`config.mk`:
```
export PLATFORM = sky130hd
export DESIGN_NAME = systolic_seq_ctrl_flat
export DESIGN_NICKNAME = d
export VERILOG_FILES = /design/src/rtl/systolic_seq_ctrl_if.sv /design/src/rtl/systolic_seq_ctrl.sv /design/src/flat_wrapper.sv
export SDC_FILE = /design/constraint.sdc
export NUM_CORES = 1
export LEC_CHECK = 0
export BUFFER_PORTS_ARGS = -buffer_cell sky130_fd_sc_hd__buf_2
export CAP_MARGIN = 20
export CORE_MARGIN = 2
export CORE_UTILIZATION = 29
export DETAILED_ROUTE_END_ITERATION = 7
export GPL_ROUTABILITY_DRIVEN = 0
export PLACE_DENSITY = 0.57
export SYNTH_ARGS = -nofsm -noshare
export SYNTH_HDL_FRONTEND = slang
export SYNTH_SLANG_ARGS = --single-unit
```
`constraint.sdc`:
```
create_clock -name clk -period 3.8 [get_ports clk]
set_input_delay 0.95 -clock clk [delete_from_list [all_inputs] [get_ports clk]]
set_output_delay 0.95 -clock clk [all_outputs]
set_load 0.03 [all_outputs]
```
`src/rtl/systolic_seq_ctrl_if.sv`:
```
// Handshake bundle between the tile sequencer, the weight/activation buffers and the PE array.
// The slave side is the sequencer. The master side is the buffers/array environment.
interface systolic_seq_ctrl_if #(
  parameter int HEIGHT = 32,
  parameter int RW     = 16
);
  logic                      start;
  logic [RW-1:0]             num_rows;
  logic                      busy;
  logic                      done;
  logic                      w_valid;
  logic                      w_rd_en;
  logic [$clog2(HEIGHT)-1:0] w_row;
  logic                      arr_load_w;
  logic                      a_valid;
  logic                      a_rd_en;
  logic                      arr_shift_en;

  modport master (
    output start, num_rows, w_valid, a_valid,
    input  busy, done, w_rd_en, w_row, arr_load_w, a_rd_en, arr_shift_en
  );

  modport slave (
    input  start, num_rows, w_valid, a_valid,
    output busy, done, w_rd_en, w_row, arr_load_w, a_rd_en, arr_shift_en
  );
endinterface

```
`src/rtl/systolic_seq_ctrl.sv`:
```
// Systolic tile-pass sequencer. It loads HEIGHT weight rows, then streams num_rows activation
// vectors, then drains the array pipeline for WIDTH+HEIGHT-1 cycles, then pulses done.
module systolic_seq_ctrl #(
  parameter int WIDTH  = 32,
  parameter int HEIGHT = 32,
  parameter int RW     = 16
) (
  input  logic               clk,
  input  logic               rst,
  systolic_seq_ctrl_if.slave bus
);
  localparam int WW = $clog2(HEIGHT);
  localparam int DW = $clog2(WIDTH + HEIGHT);
  localparam logic [WW-1:0] W_LAST = WW'(HEIGHT - 1);
  localparam logic [DW-1:0] D_LAST = DW'(WIDTH + HEIGHT - 2);

  typedef enum logic [2:0] {
    S_IDLE,
    S_LOAD_W,
    S_STREAM,
    S_DRAIN,
    S_DONE
  } state_t;

  state_t        state_q, state_d;
  logic [WW-1:0] wcnt_q, wcnt_d;
  logic [RW-1:0] acnt_q, acnt_d;
  logic [DW-1:0] dcnt_q, dcnt_d;
  logic [RW-1:0] rows_q, rows_d;

  // NOTE: every signal written here gets a default first; a missed branch then cannot infer a latch.
  always_comb begin
    state_d          = state_q;
    wcnt_d           = wcnt_q;
    acnt_d           = acnt_q;
    dcnt_d           = dcnt_q;
    rows_d           = rows_q;
    bus.busy         = 1'b0;
    bus.done         = 1'b0;
    bus.w_rd_en      = 1'b0;
    bus.w_row        = '0;
    bus.arr_load_w   = 1'b0;
    bus.a_rd_en      = 1'b0;
    bus.arr_shift_en = 1'b0;

    unique case (state_q)
      S_IDLE: begin
        if (bus.start && (bus.num_rows != '0)) begin
          state_d = S_LOAD_W;
          rows_d  = bus.num_rows;
          wcnt_d  = '0;
        end
      end
      S_LOAD_W: begin
        bus.busy       = 1'b1;
        bus.w_rd_en    = bus.w_valid;
        bus.arr_load_w = bus.w_valid;
        bus.w_row      = wcnt_q;
        if (bus.w_valid) begin
          if (wcnt_q == W_LAST) begin
            state_d = S_STREAM;
            acnt_d  = '0;
          end else begin
            wcnt_d = wcnt_q + 1'b1;
          end
        end
      end
      S_STREAM: begin
        bus.busy         = 1'b1;
        bus.a_rd_en      = bus.a_valid;
        bus.arr_shift_en = bus.a_valid;
        if (bus.a_valid) begin
          if (acnt_q == rows_q - RW'(1)) begin
            state_d = S_DRAIN;
            dcnt_d  = '0;
          end else begin
            acnt_d = acnt_q + 1'b1;
          end
        end
      end
      S_DRAIN: begin
        // The pipeline flushes on a fixed schedule. Buffer valids play no part here.
        bus.busy         = 1'b1;
        bus.arr_shift_en = 1'b1;
        if (dcnt_q == D_LAST) state_d = S_DONE;
        else                  dcnt_d  = dcnt_q + 1'b1;
      end
      S_DONE: begin
        bus.busy = 1'b1;
        bus.done = 1'b1;
        state_d  = S_IDLE;
      end
      default: state_d = S_IDLE;
    endcase
  end

  // NOTE: sequential state uses non-blocking assignments, so all registers update together at the edge.
  always_ff @(posedge clk) begin
    if (rst) begin
      state_q <= S_IDLE;
      wcnt_q  <= '0;
      acnt_q  <= '0;
      dcnt_q  <= '0;
      rows_q  <= '0;
    end else begin
      state_q <= state_d;
      wcnt_q  <= wcnt_d;
      acnt_q  <= acnt_d;
      dcnt_q  <= dcnt_d;
      rows_q  <= rows_d;
    end
  end
endmodule

```
`src/flat_wrapper.sv`:
```
// flat-port wrapper written by rule: the top's interface ports become plain ports
module systolic_seq_ctrl_flat 
#(
  parameter int WIDTH  = 32,
  parameter int HEIGHT = 32,
  parameter int RW     = 16
)
  (clk, rst, bus_start, bus_num_rows, bus_w_valid, bus_a_valid, bus_busy, bus_done, bus_w_rd_en, bus_w_row, bus_arr_load_w, bus_a_rd_en, bus_arr_shift_en);
  systolic_seq_ctrl_if #(.HEIGHT(HEIGHT), .RW(RW)) bus_i ();
  input  logic clk;
  input  logic rst;
  input wire logic [$bits(bus_i.start)-1:0] bus_start;
  input wire logic [$bits(bus_i.num_rows)-1:0] bus_num_rows;
  input wire logic [$bits(bus_i.w_valid)-1:0] bus_w_valid;
  input wire logic [$bits(bus_i.a_valid)-1:0] bus_a_valid;
  output wire logic [$bits(bus_i.busy)-1:0] bus_busy;
  output wire logic [$bits(bus_i.done)-1:0] bus_done;
  output wire logic [$bits(bus_i.w_rd_en)-1:0] bus_w_rd_en;
  output wire logic [$bits(bus_i.w_row)-1:0] bus_w_row;
  output wire logic [$bits(bus_i.arr_load_w)-1:0] bus_arr_load_w;
  output wire logic [$bits(bus_i.a_rd_en)-1:0] bus_a_rd_en;
  output wire logic [$bits(bus_i.arr_shift_en)-1:0] bus_arr_shift_en;
  assign bus_i.start = bus_start;
  assign bus_i.num_rows = bus_num_rows;
  assign bus_i.w_valid = bus_w_valid;
  assign bus_i.a_valid = bus_a_valid;
  assign bus_busy = bus_i.busy;
  assign bus_done = bus_i.done;
  assign bus_w_rd_en = bus_i.w_rd_en;
  assign bus_w_row = bus_i.w_row;
  assign bus_arr_load_w = bus_i.arr_load_w;
  assign bus_a_rd_en = bus_i.a_rd_en;
  assign bus_arr_shift_en = bus_i.arr_shift_en;
  systolic_seq_ctrl #(.WIDTH(WIDTH), .HEIGHT(HEIGHT), .RW(RW)) u_core (.clk(clk), .rst(rst), .bus(bus_i));
endmodule
```
Word-level counts from Yosys, hierarchy flattened

Cells that the tools add are included.

Multiply operators: 0
Bitwise logic cells: 0
Div/mod/pow operators: 0
Equality and inequality tests: 16
Reduce and logical (&&, ||, !) cells: 12
Add/sub/neg operators: 4
Muxes and demuxes: 26
Shifts and indexed selects: 0
Magnitude comparators: 0

Operators by type and width:

| kind                  | count |
|---|---|
| $mux 16               | 4 |
| $pmux 16 s2           | 1 |
| $mux 5                | 4 |
| $mux 3                | 6 |
| $mux 6                | 3 |
| $add 16x1->16 const B | 1 |
| $eq 16x16->1          | 1 |
| $reduce_bool 16->1    | 1 |
| $sub 16x1->16 const B | 1 |
| $pmux 3 s4            | 1 |
| $pmux 6 s2            | 1 |
| $ne 2x2->1 const B    | 5 |
| $pmux 5 s2            | 1 |
| $ne 2x1->1 const B    | 4 |
| $reduce_and 4->1      | 2 |
| $add 6x1->6 const B   | 1 |
| $eq 3x2->1 const B    | 2 |
| $eq 6x6->1 const B    | 1 |
| $reduce_and 6->1      | 1 |
| $reduce_bool 2->1     | 3 |
| $add 5x1->5 const B   | 1 |
| $eq 5x5->1 const B    | 1 |
| $reduce_and 5->1      | 1 |
| $mux 1                | 4 |
| 7 further kinds       | 7 |

Bits in writable memories: 0
Output and inout port bits: 11
ROM bits: 0
Register bits after elaboration: 46
Bits of input ports: 21
Memories kept: 0
Latch bits: 0

Longest topological paths before layout

Word-level depth: 5
Depth in mapped cells: 11
Depth with buffers taken out: 10

Least setup slack after synthesis

Ideal clock, no wire load.

Path type: register to output
Start point: reg u_core.state_q[2]
End point: out bus_w_rd_en
Buffers on the path: 2
Setup slack: 1256 ps
Data required time: 2850 ps
Arrival time: 1594 ps
Cell stages (with the launch flop): 6
Path through: dfxtp_1 -> clkbuf_1 -> nor3b_1 -> nand2_1 -> inv_1 -> buf_4

Longest elaborated chain between the ends: 2

RTL lines:

| element                | line                     | source |
|---|---|---|
| start, declared        | systolic_seq_ctrl.sv:25  | `state_t state_q, state_d;` |
| start signal, assigned | systolic_seq_ctrl.sv:106 | `state_q <= state_d;` |
| $eq 3x1->1             | --                       |  |
| $mux 1                 | --                       |  |
| end, declared          | flat_wrapper.sv:18       | `output wire logic [$bits(bus_i.w_rd_en)-1:0] bus_w_rd_en;` |

Every way passes these cells.

Worst setup path after layout

Start point: reg u_core.state_q[0]
End point: out bus_w_rd_en

Longest elaborated chain between the ends: 2

RTL lines:

| element    | line                    | source |
|---|---|---|
| $eq 3x1->1 | systolic_seq_ctrl.sv:46 | `unique case (state_q)` |
| $mux 1     | systolic_seq_ctrl.sv:46 |  |

Every way passes these cells.

==> results.md <==
* Worst skew pair latency at 0.29 ns
* Cts hold-fix bufs at 0
* Fin. max-slew vios at 0
* P&R area growth vs syn at 11.9%
* Die Span Y at 103 um
* Core Rows at 36
* Status: complete, no violations
* Routed wire length per instance at 13.0 um
* Die width at 103 um
* Combinational Power Share at 0.165
* Die area at 10600 um2
* # resized after CTS at 0
* Sink Count at 46
* Initial Util at 0.293
* Crit end category: output port
* Critical Path AT at 2.19 ns
* Clock buffer depth at 2
* Pwr/cell area at 325 nW/um2
* Sequential power share at 0.499
* DRT iter0 DRCs at 126
* Post-synth top cells: nand2_1, dfxtp_1, nor2_1, a21oi_1, nand3_1
* Leak at 1.26 nW
* Antenna violations before repair at 0
* Vias in the first global route at 2561
* Cell Area, Synth at 2830 um2
* Post-layout min period at 3.14 ns
* Mapped Cells at 368
* DP Worst Slack at 0.839 ns
* Root buf cell: clkbuf_8
* Netlist cell types at 60
* Top-count cell post-synth: nand2_1
* Ant. Diodes at 0
* Crit-path max FO at 15
* Pin count of the biggest net entering global routing at 35
* Drt first pass iters at 4
* Top post-synthesis cells by area: dfxtp_1, nand2_1, a21oi_1
* DR vias/cell at 5.02
* Switching power at 0.283 mW
* Syn_area_per_cell at 7.68 um2
* First-pass GRT wire length at 11800 um
* Antenna Violating Nets Remaining at 0
* Share of cells above drive strength 1 at 0.136
* Net Sw Frac at 0.275
* R2R Setup Slk at 0.79 ns
* Placed Instance Area at 3050 um2
* Port buffer count at 31
* Setup ws final at 0.657 ns
* Area leader, netlist: dfxtp_1
* Via count at 2626
* Fill cells at 1062
* Crit Path Category: register to output port
* CP Data Required Time at 2.85 ns
* Sequential share of the synthesized area at 0.326
* Hold Crit Class: register to register
* Final hold slack at 0.474 ns
* Async set or reset register ratio after synthesis at 0
* Final wirelength at 6780 um
* Total Nets Final at 416
* Finished Cell Area at 3160 um2
* Post-synth EDFFs at 0
* Max-Cap Viols at 0
* GRT Util Overall at 0.138
* DRC Markers at 0
* Internal Power at 0.747 mW
* Clk slew on worst S/H paths at 0.09 ns
* Synth top area share at 0.326
* Number of synthesized register bits at 46
* RSZ-0062 raised after global routing: false
* # setup viols final at 0
* Power, Total at 1.03 mW
* Clock network power share at 0.335
* IO Count at 32
* Maximum vdd drop at 0.000175 V
* GRT overflow at 0
* Net Count, Synth at 395
* Ys flop type: dfxtp_1
* Core box area at 9640 um2
* Fmax at 318 MHz
* Fraction of the cycle the final worst path needs at 0.827
* Slew @ Worst Pin at 0.849 ns
* Yosys warnings at 0
* Sum Neg Setup Slack at 0 ns
* Worst slew margin at 0.433
* Detailed Place HPWL at 5060 um
* Clock skew at 0.00473 ns
* Clock tree from TritonCTS: done
* Post-CTS setup buffer count at 0
* H-Tree Depth at 2
* CP Launch Type: register
* Total CTS buffers at 5
* Final Hold Fails at 0
==> worst paths after layout <==
check        depth (start not counted)         startpoint           endpoint
max                                  4  u_core.state_q[0]        bus_w_rd_en
min                                  2  u_core.rows_q[15]  u_core.rows_q[15]
max reg2reg                         10   u_core.rows_q[0]   u_core.acnt_q[8]
min reg2reg                          2  u_core.rows_q[15]  u_core.rows_q[15]
==> sequential cells by signal, indices dropped and copies added (netlist names) <==
name / flops
u_core.dcnt_q: 6
u_core.rows_q: 16
u_core.wcnt_q: 5
u_core.acnt_q: 16
u_core.state_q: 3
==> area by class of cell <==
type / count / area (um2) / share of cell area
multi-input combinational: 292 / 1760 / 0.556
sequential: 46 / 921 / 0.291
tap: 133 / 166 / 0.0526
timing repair buffer: 32 / 163 / 0.0514
clock buffer: 8 / 110 / 0.0348
inverter: 12 / 45.0 / 0.0142
==> cells in the final DEF (no fill, tap or decap), types with 3 or more instances in the layout <==
cell,count
a21oi_1,31
a311oi_1,4
a31oi_1,5
a41o_1,3
and2_1,11
and3_1,6
and4_1,3
buf_2,31
clkbuf_8,8
dfxtp_1,46
ha_1,6
inv_1,12
mux2i_1,4
nand2_1,69
nand2b_1,3
nand3_1,18
nand4_1,7
nor2_1,33
nor3_1,10
nor4_1,7
o21ai_0,3
or3_1,6
xnor2_1,16
xor2_1,7
==> cells by family (layout without fill, tap and decap cells) <==
group                    after synthesis  after routing  share of synthesized area
AND/OR/NAND/NOR                      190            190                      0.342
AO/OA/AOI/OAI                         67             67                      0.160
flip-flops                            46             46                      0.326
buffers and inverters                 30             52                     0.0522
XOR/XNOR                              23             23                     0.0712
adder cells (fa/ha/maj)                6              6                     0.0265
multiplexers                           6              6                     0.0221
==> metal layers <==
metal,track usage,wire (um),vias up
met3,0.0224,180,2
met2,0.229,3150,45
met5,0,0,-
met1,0.185,3410,1241
met4,0.0425,44,0
li1,-,-,1338
==> through the flow <==
stage                util  instances
detailed placement  0.317        515
finish              0.328        523
floorplan               -        368
global route        0.328        523
CTS                 0.328        523
global placement    0.317        515
==> worst max-delay path: stages, from the launching register on <==
cell	delay, ns
dfxtp_1	0.64
nor3b_1	0.76
nand2_1	0.19
inv_1	0.11
buf_2	0.20
==> power by group through the flow <==
stage / Sequential [mW] / Combinational (mW) / Clock (mW)
6_report: 0.514 / 0.170 / 0.345
5_1_grt: 0.517 / 0.192 / 0.380
4_1_cts: 0.514 / 0.170 / 0.364
3_5_place_dp: 0.525 / 0.169 / 0
3_3_place_gp: 0.525 / 0.166 / 0
2_1_floorplan: 0.516 / 0.140 / 0
Power figures use the tool's default switching activity.
